`config.mk`:
```
export PLATFORM = sky130hd
export DESIGN_NAME = resize_addr_gen
export DESIGN_NICKNAME = d
export VERILOG_FILES = /design/src/rtl/resize_addr_gen.sv
export SDC_FILE = /design/constraint.sdc
export NUM_CORES = 1
export LEC_CHECK = 0
export BUFFER_PORTS_ARGS = -buffer_cell sky130_fd_sc_hd__buf_4
export CORE_MARGIN = 2
export CORE_UTILIZATION = 56
export DETAILED_ROUTE_END_ITERATION = 10
export GPL_TIMING_DRIVEN = 0
export PLACE_DENSITY_LB_ADDON = 0.25
export SYNTH_ARGS = -nofsm -noshare
export SYNTH_HDL_FRONTEND = slang
export SYNTH_SLANG_ARGS = --single-unit
```
`constraint.sdc`:
```
create_clock -name clk -period 6 [get_ports clk]
set_input_delay 0.9 -clock clk [delete_from_list [all_inputs] [get_ports clk]]
set_output_delay 0.9 -clock clk [all_outputs]
set_load 0.03 [all_outputs]
```
`src/rtl/resize_addr_gen.sv`:
```
// Address/weight sequencer for a separable bilinear upscale: horizontal pass into a temp plane, then vertical pass.
// Optional RESIZE_DONE_PULSE_EN: done pulses for one cycle and the sequencer rearms; otherwise done is sticky.
module resize_addr_gen #(
  parameter int ADDR_SZ  = 16,
  parameter int SRC_W    = 4,
  parameter int SRC_H    = 4,
  parameter int DST_W    = 8,
  parameter int DST_H    = 8,
  parameter int SRC_BASE = 0,
  parameter int TMP_BASE = 256,
  parameter int DST_BASE = 512
) (
  input  logic               clk,
  input  logic               reset,
  input  logic               enable,
  output logic [ADDR_SZ-1:0] src_addr1,
  output logic [ADDR_SZ-1:0] src_addr2,
  output logic [ADDR_SZ-1:0] des_addr,
  output logic               stage_flag,
  output logic [15:0]        fraction_part,
  output logic               done
);

  localparam logic [31:0] STEP_X = 32'(((SRC_W - 1) * 65536) / (DST_W - 1));
  localparam logic [31:0] STEP_Y = 32'(((SRC_H - 1) * 65536) / (DST_H - 1));

  localparam logic [ADDR_SZ-1:0] SB = ADDR_SZ'(SRC_BASE);
  localparam logic [ADDR_SZ-1:0] TB = ADDR_SZ'(TMP_BASE);
  localparam logic [ADDR_SZ-1:0] DB = ADDR_SZ'(DST_BASE);
  localparam logic [ADDR_SZ-1:0] SW = ADDR_SZ'(SRC_W);
  localparam logic [ADDR_SZ-1:0] DW = ADDR_SZ'(DST_W);

  typedef enum logic [1:0] {IDLE, HPASS, VPASS, DONE} state_t;
  state_t state;

  // Counters describe the next tuple to issue.
  logic               nxt_v;
  logic               last;
  logic [15:0]        col;
  logic [15:0]        row;
  logic [31:0]        pos_x;
  logic [31:0]        pos_y;
  logic [ADDR_SZ-1:0] row_off;   // row * DST_W (temp row in HPASS, dest row in VPASS)
  logic [ADDR_SZ-1:0] src_off;   // row * SRC_W
  logic [ADDR_SZ-1:0] iy_off;    // floor(pos_y) * DST_W

  logic [15:0]        ix, ix2, iy;
  logic [31:0]        pos_y_nxt;
  logic [ADDR_SZ-1:0] t_src1, t_src2, t_des;
  logic [15:0]        t_frac;

  always_comb begin
    ix        = pos_x[31:16];
    ix2       = (ix == 16'(SRC_W - 1)) ? ix : ix + 16'd1;
    iy        = pos_y[31:16];
    pos_y_nxt = pos_y + STEP_Y;
    if (!nxt_v) begin
      t_src1 = SB + src_off + ADDR_SZ'(ix);
      t_src2 = SB + src_off + ADDR_SZ'(ix2);
      t_des  = TB + row_off + ADDR_SZ'(col);
      t_frac = pos_x[15:0];
    end else begin
      t_src1 = TB + iy_off + ADDR_SZ'(col);
      t_src2 = TB + iy_off + ((iy == 16'(SRC_H - 1)) ? '0 : DW) + ADDR_SZ'(col);
      t_des  = DB + row_off + ADDR_SZ'(col);
      t_frac = pos_y[15:0];
    end
  end

  always_ff @(posedge clk or posedge reset) begin
    if (reset) begin
      state         <= IDLE;
      nxt_v         <= 1'b0;
      last          <= 1'b0;
      col           <= '0;
      row           <= '0;
      pos_x         <= '0;
      pos_y         <= '0;
      row_off       <= '0;
      src_off       <= '0;
      iy_off        <= '0;
      src_addr1     <= '0;
      src_addr2     <= '0;
      des_addr      <= '0;
      stage_flag    <= 1'b0;
      fraction_part <= '0;
      done          <= 1'b0;
    end else if (state == DONE) begin
`ifdef RESIZE_DONE_PULSE_EN
      state   <= IDLE;
      done    <= 1'b0;
      nxt_v   <= 1'b0;
      last    <= 1'b0;
      col     <= '0;
      row     <= '0;
      pos_x   <= '0;
      pos_y   <= '0;
      row_off <= '0;
      src_off <= '0;
      iy_off  <= '0;
`endif
    end else if (enable) begin
      if (last) begin
        state <= DONE;
        done  <= 1'b1;
      end else begin
        state         <= nxt_v ? VPASS : HPASS;
        src_addr1     <= t_src1;
        src_addr2     <= t_src2;
        des_addr      <= t_des;
        fraction_part <= t_frac;
        stage_flag    <= nxt_v;
        if (col != 16'(DST_W - 1)) begin
          col   <= col + 16'd1;
          pos_x <= pos_x + STEP_X;
        end else if (!nxt_v && row == 16'(SRC_H - 1)) begin
          nxt_v   <= 1'b1;
          col     <= '0;
          pos_x   <= '0;
          row     <= '0;
          row_off <= '0;
          pos_y   <= '0;
          iy_off  <= '0;
        end else if (nxt_v && row == 16'(DST_H - 1)) begin
          last <= 1'b1;
        end else begin
          col     <= '0;
          pos_x   <= '0;
          row     <= row + 16'd1;
          row_off <= row_off + DW;
          src_off <= src_off + SW;
          pos_y   <= pos_y_nxt;
          // Upscale keeps STEP_Y below one, so the integer row moves by at most one.
          if (pos_y_nxt[31:16] != pos_y[31:16])
            iy_off <= iy_off + DW;
        end
      end
    end
  end

endmodule

```
; Yosys cells after proc, flatten, opt, wreduce, memory -nomap -nowiden
; Cells that the tools add are included.
[word_totals]
ff_bits = 214
in_bits = 3
wordCells = 87
output_inout_bits = 66
[classes]
muxes = 27
n_bitwise = 5
reduce_logical = 12
eq_ne = 9
add_sub_neg = 18
[op_table]
columns = operator, n
row1 = $mux W16, 15
row2 = $mux W32, 5
row3 = $add A16 B16 Y16, 6
row4 = $add A32 B15 Y32 const B, 2
row5 = $add A16 B1 Y16 const B, 3
row6 = $eq A16 B2 Y1 const B, 3
row7 = $add A16 B4 Y16 const B, 2
row8 = $add A9 B16 Y16 const A, 2
row9 = $add A10 B16 Y16 const A, 1
row10 = $add A16 B3 Y16 const B, 1
row11 = $add A16 B4 Y16, 1
row12 = $eq A16 B3 Y1 const B, 1
row13 = $ne A16 B16 Y1, 1
row14 = $ne A16 B3 Y1 const B, 1
row15 = $reduce_and A6 Y1, 2
row16 = $reduce_and A5 Y1, 2
row17 = $reduce_and A3 Y1, 2
row18 = $not A1 Y1, 5
row19 = $mux W1, 4
row20 = $mux W2, 2
row21 = $mux W4, 1
row22 = $reduce_and A4 Y1, 1
row23 = $ne A3 B3 Y1 const B, 1
row24 = $eq A2 B2 Y1 const B, 1
row25 = other kinds (5), 6

; Longest topological paths before layout
; Gate-level depths: netlist of the first run.
[depth]
word_depth = 6
ltp_mapped = 16
depth_no_buf = 16

; Worst setup path before layout of the first run
; OpenSTA, ideal clock, no wires.
[synth_path]
kind = register to register
startpoint = register pos_y[16]
endpoint = register src_addr2[14]
required_ns = 5.923
n_path_buf = 0
path_stages_with_launch = 14
setup_slack_ns = 3.005
arrival_time_ns = 2.918
period_less_slack_ns = 2.995
setup_ns = 0.077
cell_sequence = dfrtp_1 > and2_1 > nor3b_1 > nand4_1 > fa_1 > ha_1 > a21oi_1 > a2bb2oi_1 > a221oi_1 > a221oi_1 > o31ai_1 > xnor2_1 > a31o_2 > a21oi_1
[synth_between]
elab_chain_cells = 5
[synth_lines]
columns = element, line_no
row1 = "start, declared", 42  ; logic [31:0] pos_y;
row2 = "start signal, assigned", 132  ; pos_y <= pos_y_nxt;
row3 = $eq A16 B2 Y1, 64  ; t_src2 = TB + iy_off + ((iy == 16'(SRC_H - 1)) ? '0 : DW) + ADDR_SZ'(col);
row4 = $mux W4, 64
row5 = $add A16 B4 Y16, 64
row6 = $add A16 B16 Y16, 64
row7 = $mux W16, 57  ; if (!nxt_v) begin
row8 = "end signal, assigned", 109  ; src_addr2 <= t_src2;
row9 = "end, declared", 17  ; output logic [ADDR_SZ-1:0] src_addr2,
; Every way passes these cells.
; A chain may end at the register's enable or synchronous reset.

; Worst setup path in the final report of the first run
[layout_path]
startpoint = register pos_x[16]
endpoint = register src_addr2[15]
[layout_between]
elab_chain_cells = 4
elab_cells_between_ends = 5
classes_between = add/sub (2) / eq/ne (1) / mux (2)
[layout_lines]
columns = element, line_no
row1 = "start, declared", 41  ; logic [31:0] pos_x;
row2 = "start signal, assigned", 115  ; pos_x <= pos_x + STEP_X;
row3 = $add A16 B1 Y16 / $eq A16 B2 Y1 (equally long branches), 54  ; ix2 = (ix == 16'(SRC_W - 1)) ? ix : ix + 16'd1;
row4 = $mux W16 *, 54
row5 = $add A16 B16 Y16 *, 59  ; t_src2 = SB + src_off + ADDR_SZ'(ix2);
row6 = $mux W16 *, 57
; Mark *: on every way between the ends. The rest lies on a longest branch, timed or not.

==> impl_metrics.env, run 1 <==
export IMPL_cts_buffer_depth=3
export IMPL_synth_edf_count=0
export IMPL_vias=10760
export IMPL_fmax_mhz=241.8
export IMPL_fin_util_pct=64.70
export IMPL_cp_top_family="compound AO/OA/AOI/OAI gates"
export IMPL_crit_type="reg2reg"
export IMPL_r2r_slack_ps=1860
export IMPL_cp_max_fo=6
export IMPL_arrival_ps=4500
export IMPL_cp_required_ps=6360
export IMPL_whs_endpoint="des_addr[2]"
export IMPL_synthToLayoutAreaGrowth_pct=13.56
export IMPL_grt_pass1_vias=10289
export IMPL_clkSinkCount=203
export IMPL_htreeDepth=1
export IMPL_drc_errors=0
export IMPL_globalRouteOverflowTotal=0
export IMPL_fp_row_count=55
export IMPL_r2r_start="pos_x[16]"
export IMPL_path_clk_slew_ps=60
export IMPL_setup_viol=0
export IMPL_critPathLaunch="pos_x[16]"
export IMPL_cts_tree="done"
export IMPL_dr_pass1_iters=5
export IMPL_r2r_end="src_addr2[15]"
export IMPL_drive_above_1_share_pct=9.751
export IMPL_cts_buffers=23
export IMPL_leakage_nw=6.898
export IMPL_n_antenna_cell=0
export IMPL_antenna_found_initial=0
export IMPL_routed_wl_um=34020
export IMPL_vias_per_cell=5.935
export IMPL_syn_inst=1415
export IMPL_start_kind="register"
export IMPL_power_density_nw_per_um2=309.6
export IMPL_route_detailed_wl_per_inst_um=18.76
export IMPL_max_cap_violations=0
export IMPL_worstMarginPinSlew_ps=918.7
export IMPL_fillCellCount=1888
export IMPL_worstHoldStart="des_addr[2]"
export IMPL_place_hpwl_um=25710
export IMPL_die_x_um=155.5
export IMPL_cts_hold_fix_buffers=0
export IMPL_cpMaxStageDelayCell="dfrtp_1"
export IMPL_nets=1616
export IMPL_ir_drop_uv=286.1
export IMPL_io_pins=69
export IMPL_skew_ps=10.40
export IMPL_async_flop_share_pct=100.0
export IMPL_clock_root_buffer="clkbuf_16"
export IMPL_cts_setup_buffers=0
export IMPL_crit_buf_inv=0
export IMPL_reg2reg_depth=14
export IMPL_synth_seq_cells=203
export IMPL_grt_usage_pct=28.21
export IMPL_rsz0062_at_grt="false"
export IMPL_initial_core_util_pct=56.97
export IMPL_endpoint_kind="register"
export IMPL_worst_slew_margin_rel_pct=38.75
export IMPL_grt_start_max_net_pins=43
export IMPL_fin_setup_tns_ps=0
export IMPL_seq_area_frac_synth_pct=39.51
export IMPL_crit_chain="ha_1 -> nand3_1 -> nor2_1 -> nand3_1 -> nor2_1 -> xor2_1 -> ha_1 -> a21o_1 -> a41oi_1 -> o2111ai_1 -> a21oi_1 -> xnor2_1 -> mux2i_1 -> o21ai_0"
export IMPL_cts_resized=0
export IMPL_outcome="completed"
export IMPL_finalMaxSlewViolations=0
export IMPL_die_height_um=155.5
export IMPL_die_area_um2=24190
export IMPL_finalCritPeriodShare_pct=68.93
export IMPL_drt_iter0_drc=858
export IMPL_ys_warn_count=0
export IMPL_grt_pass1_wl_um=54210
export IMPL_synth_cell_types=72
export IMPL_finalCriticalPeriod_ps=4136
export IMPL_gp_congestion=0.9314
export IMPL_hold_path_cell_count=2
export IMPL_avgSynthCellArea_um2=9.087
export IMPL_crit_path_max_incr_delay_ps=480
export IMPL_ant_nets=0
export IMPL_core_um2=22570
export IMPL_layout_commonest_cell="dfrtp_1"
export IMPL_layout_common_cells="203 x dfrtp_1, 171 x nand2_1, 131 x o21ai_0"
export IMPL_hold_viol_final=0
export IMPL_hold_path_class="reg2reg"
export IMPL_io_buffer_count=67
export IMPL_synthFlopType="dfrtp_1"
export IMPL_synthesis_area_um2=12860
export IMPL_insertion_delay_ps=510
[per-stage QoR]
stage,power (mW),cell area [µm²],worst slack [ps],std cells,hold WS (ps)
finish,4.522,14600,1864,1813,478.8
global placement,3.036,13730,1195,1768,463.7
CTS,4.533,14600,1992,1813,484.5
detailed placement,3.076,13830,2000,1773,471.5
global route,4.717,14600,1712,1813,498.0
floorplan,2.590,12870,2470,1416,446.9
[worst max path at each step]
stage                     cells after the start            end
after floorplan                               1         col[0]
after CTS                                    14  src_addr2[15]
final                                        14  src_addr2[15]
after detailed placement                     14  src_addr2[15]
after global placement                        2      pos_x[10]
after global routing                         14  src_addr2[15]
[worst register-to-register path, delay by kind of cell, from the launching register on]
kind | cells | cell delay, ps
and+or+nand+nor | 4 | 900
DFF | 1 | 480
AOI/OAI and AO/OA | 5 | 1090
muxes | 1 | 380
xor gates and xnor gates | 2 | 510
adders and majority gates | 2 | 630
[per-layer routing]
metal	up-vias	GRT usage (%)	part of all wire [%]
met3	72	3.750	6.0
met1	5219	40.41	46
li1	5126	-	-
met2	343	44.77	45
met5	-	0	0
met4	0	9.000	3.3
[area by class of cell]
type / instances / area (µm²) / share of cell area [%]
buffer: 54 / 232.7 / 1.594
clock buffer: 33 / 683.2 / 4.678
clock inverter: 7 / 93.84 / 0.6426
inverter: 61 / 232.7 / 1.594
multi-input combinational: 1098 / 7321 / 50.13
sequential: 203 / 5080 / 34.79
tap: 285 / 356.6 / 2.442
timing repair buffer: 72 / 603.1 / 4.130
[kinds of logic after synthesis]
kind of cell | count (synthesis) | synth area share [%]
and+or+nand+nor | 502 | 18.71
buffers and inverters | 115 | 3.591
muxes | 24 | 1.888
AOI/OAI and AO/OA | 299 | 14.14
adders and majority gates | 100 | 10.49
DFF | 203 | 39.51
xor gates and xnor gates | 171 | 11.65
other | 1 | 0.02916
[registers in the layout (all words and copies together) (netlist names), 15 cells and up]
register	flops
row	16
src_addr1	16
col	16
pos_y	31
pos_x	31
fraction_part	15
src_addr2	16
des_addr	16
[Yosys cell counts, drive strengths merged, types with 5 or more instances]
cell type  count  share of area, %
nand3         47               1.8
dfrtp        203                40
a21o           9              0.53
buf           17              0.73
ha            87               8.5
o31ai         14              0.90
clkbuf        37               1.1
a21boi         5              0.38
and3          25               1.2
nor3          25              0.97
xor2          77               5.2
a31oi         19               1.0
nand2        172               5.0
and4           6              0.45
and2           5              0.28
fa            13               2.0
or3           21               1.0
nor4          12              0.75
xnor2         94               6.4
o21ai        133               5.2
nand2b         8              0.39
or2            7              0.34
nand4         32               1.6
o31a           7              0.48
a211oi        11              0.68
nor2b          7              0.34
inv           61               1.8
o21a          10              0.59
nor2         125               3.7
mux2i         22               1.7
a21oi         60               2.3
[power breakdown]
group / leakage, nW / total, mW / internal (mW) / switching, mW
Sequential: 2.67 / 1.85 / 1.60 / 0.256
Clock: 0.378 / 1.45 / 0.874 / 0.576
Combinational: 3.85 / 1.22 / 0.459 / 0.761
Note: power is estimated with default switching activity, not from simulation.
==> run 2: changes to the inputs <==
--- a/config.mk
+++ b/config.mk
@@ -7,7 +7,7 @@
 export LEC_CHECK = 0
 export BUFFER_PORTS_ARGS = -buffer_cell sky130_fd_sc_hd__buf_4
 export CORE_MARGIN = 2
-export CORE_UTILIZATION = 56
+export CORE_UTILIZATION = 60
 export DETAILED_ROUTE_END_ITERATION = 10
 export GPL_TIMING_DRIVEN = 0
 export PLACE_DENSITY_LB_ADDON = 0.25
==> constraint.sdc (replaced) <==
create_clock -name clk -period 3.9 [get_ports clk]
set_input_delay 0.585 -clock clk [delete_from_list [all_inputs] [get_ports clk]]
set_output_delay 0.585 -clock clk [all_outputs]
set_load 0.03 [all_outputs]
==> run 2 against run 1 <==
Against the previous run:
- first-iteration DRC count shrank 12%
- cell count shrank 0.55%
- clock power rose by 52%
- count of clock-buffer cells in the layout is 2 lower
- power is 53% higher
==> impl_metrics.env, run 2 (same netlist as run 1, synthesis figures left out) <==
export IMPL_crit_buf_inv=0
export IMPL_endpoint_kind="register"
export IMPL_layout_commonest_cell="dfrtp_1"
export IMPL_r2r_end="src_addr2[15]"
export IMPL_dp_cells=1763
export IMPL_reg2reg_depth=14
export IMPL_die_area_um2=22620
export IMPL_route_detailed_wl_per_inst_um=18.60
export IMPL_io_buffer_count=67
export IMPL_vias=10775
export IMPL_crit_path_max_incr_delay_ps=440
export IMPL_critPathMostFrequentCell="ha_1"
export IMPL_cts_buffers=23
export IMPL_initial_core_util_pct=61.17
export IMPL_cp_depth=14
export IMPL_synthToLayoutAreaGrowth_pct=13.77
export IMPL_routed_wl_um=33540
export IMPL_htreeDepth=1
export IMPL_fp_row_count=53
export IMPL_crit_type="reg2reg"
export IMPL_gp_congestion=0.9400
export IMPL_grt_pass1_wl_um=53430
export IMPL_r2r_slack_ps=240
export IMPL_vias_per_cell=5.976
export IMPL_die_height_um=150.4
export IMPL_fmax_mhz=273.3
export IMPL_cp_required_ps=4270
export IMPL_setup_viol=0
export IMPL_antenna_found_initial=0
export IMPL_nets=1616
export IMPL_finalCriticalPeriod_ps=3659
export IMPL_crit_chain="ha_1 -> nand3_2 -> nor2_4 -> nand3_1 -> nor2_2 -> xor2_2 -> ha_1 -> a21o_1 -> a41oi_2 -> o2111ai_1 -> a21oi_1 -> xnor2_1 -> mux2i_2 -> o21ai_0"
export IMPL_hold_viol_final=0
export IMPL_clkSinkCount=203
export IMPL_stdcell_count=1803
export IMPL_worstMarginPinSlew_ps=890.2
export IMPL_place_hpwl_um=25200
export IMPL_grt_pass1_vias=10115
export IMPL_dr_pass1_iters=5
export IMPL_drt_iter0_drc=759
export IMPL_drc_errors=0
export IMPL_insertion_delay_ps=520
export IMPL_ir_drop_uv=482.8
export IMPL_start_kind="register"
export IMPL_grt_start_max_net_pins=42
export IMPL_core_um2=21020
export IMPL_ant_nets=0
export IMPL_n_antenna_cell=0
export IMPL_drive_above_1_share_pct=10.34
export IMPL_cts_tree="done"
export IMPL_p_total_mw=6.934
export IMPL_io_pins=69
export IMPL_r2r_start="pos_x[17]"
export IMPL_globalRouteOverflowTotal=0
export IMPL_cp_top_family="compound AO/OA/AOI/OAI gates"
export IMPL_largestRegisters="pos_x: 31 flops, pos_y: 31 flops"
export IMPL_fin_util_pct=69.59
export IMPL_max_cap_violations=0
export IMPL_die_x_um=150.4
export IMPL_cts_setup_buffers=0
export IMPL_power_density_nw_per_um2=474.0
export IMPL_cpMaxStageDelayCell="dfrtp_1"
export IMPL_arrival_ps=4030
export IMPL_hold_path_class="in2async"
export IMPL_clock_root_buffer="clkbuf_16"
export IMPL_cts_buffer_depth=3
export IMPL_grt_usage_pct=30.19
export IMPL_finalMaxSlewViolations=0
export IMPL_worst_slew_margin_rel_pct=40.66
export IMPL_outcome="completed"
export IMPL_cp_max_fo=5
export IMPL_finalCritPeriodShare_pct=93.82
export IMPL_fin_setup_tns_ps=0
export IMPL_path_clk_slew_ps=60
export IMPL_layout_common_cells="202 x dfrtp_1, 171 x nand2_1, 131 x o21ai_0"
export IMPL_leakage_nw=6.906
export IMPL_skew_ps=10.06
## run 2: metrics by stage
step                      worst slack, ps  cell area (µm²)  hold WS [ps]
after floorplan                     684.7            12870         446.9
after global placement             -588.4            13710         463.8
after detailed placement            33.07            13820         471.2
after CTS                           6.607            14590         249.1
after global routing               -16.11            14630         296.2
final                               241.0            14630         240.7
## run 2: worst max path at each step
stage               startpoint            end  slack [ps]
CTS                  pos_x[16]  src_addr2[15]           7
floorplan                reset         col[0]         680
detailed placement   pos_x[16]  src_addr2[15]          30
global route         pos_x[17]  src_addr2[15]         -20
finish               pos_x[17]  src_addr2[15]         240
global placement         reset      pos_x[10]        -590
## run 2: area by class of cell
| type | instances | area [µm²] |
|---|---|---|
| Tap cell | 275 | 344.1 |
| Clock inverter | 9 | 100.1 |
| Sequential cell | 203 | 5081 |
| Clock buffer | 31 | 665.6 |
| Fill cell | 1640 | 6392 |
| Buffer | 54 | 232.7 |
| Timing Repair Buffer | 72 | 610.6 |
| Inverter | 61 | 232.7 |
| Multi-Input combinational cell | 1098 | 7362 |
## run 2: per-layer routing
layer | vias up | global-route usage (%) | share of wire (%)
li1 | 5126 | - | -
met1 | 5137 | 44.08 | 45
met2 | 446 | 46.82 | 44
met3 | 66 | 3.667 | 7.7
met4 | 0 | 10.09 | 3.3
met5 | - | 0 | 0
## run 2: report_power, final
part	switching (mW)	total [mW]	internal, mW
Sequential	0.398	2.85	2.46
Clock	0.883	2.20	1.32
Combinational	1.17	1.88	0.708
## run 2: timing repair
item,in CTS,in global routing
hold buffers,0,0
gates resized for setup,0,9
hold endpoints to repair,0,0
setup endpoints to repair,0,2
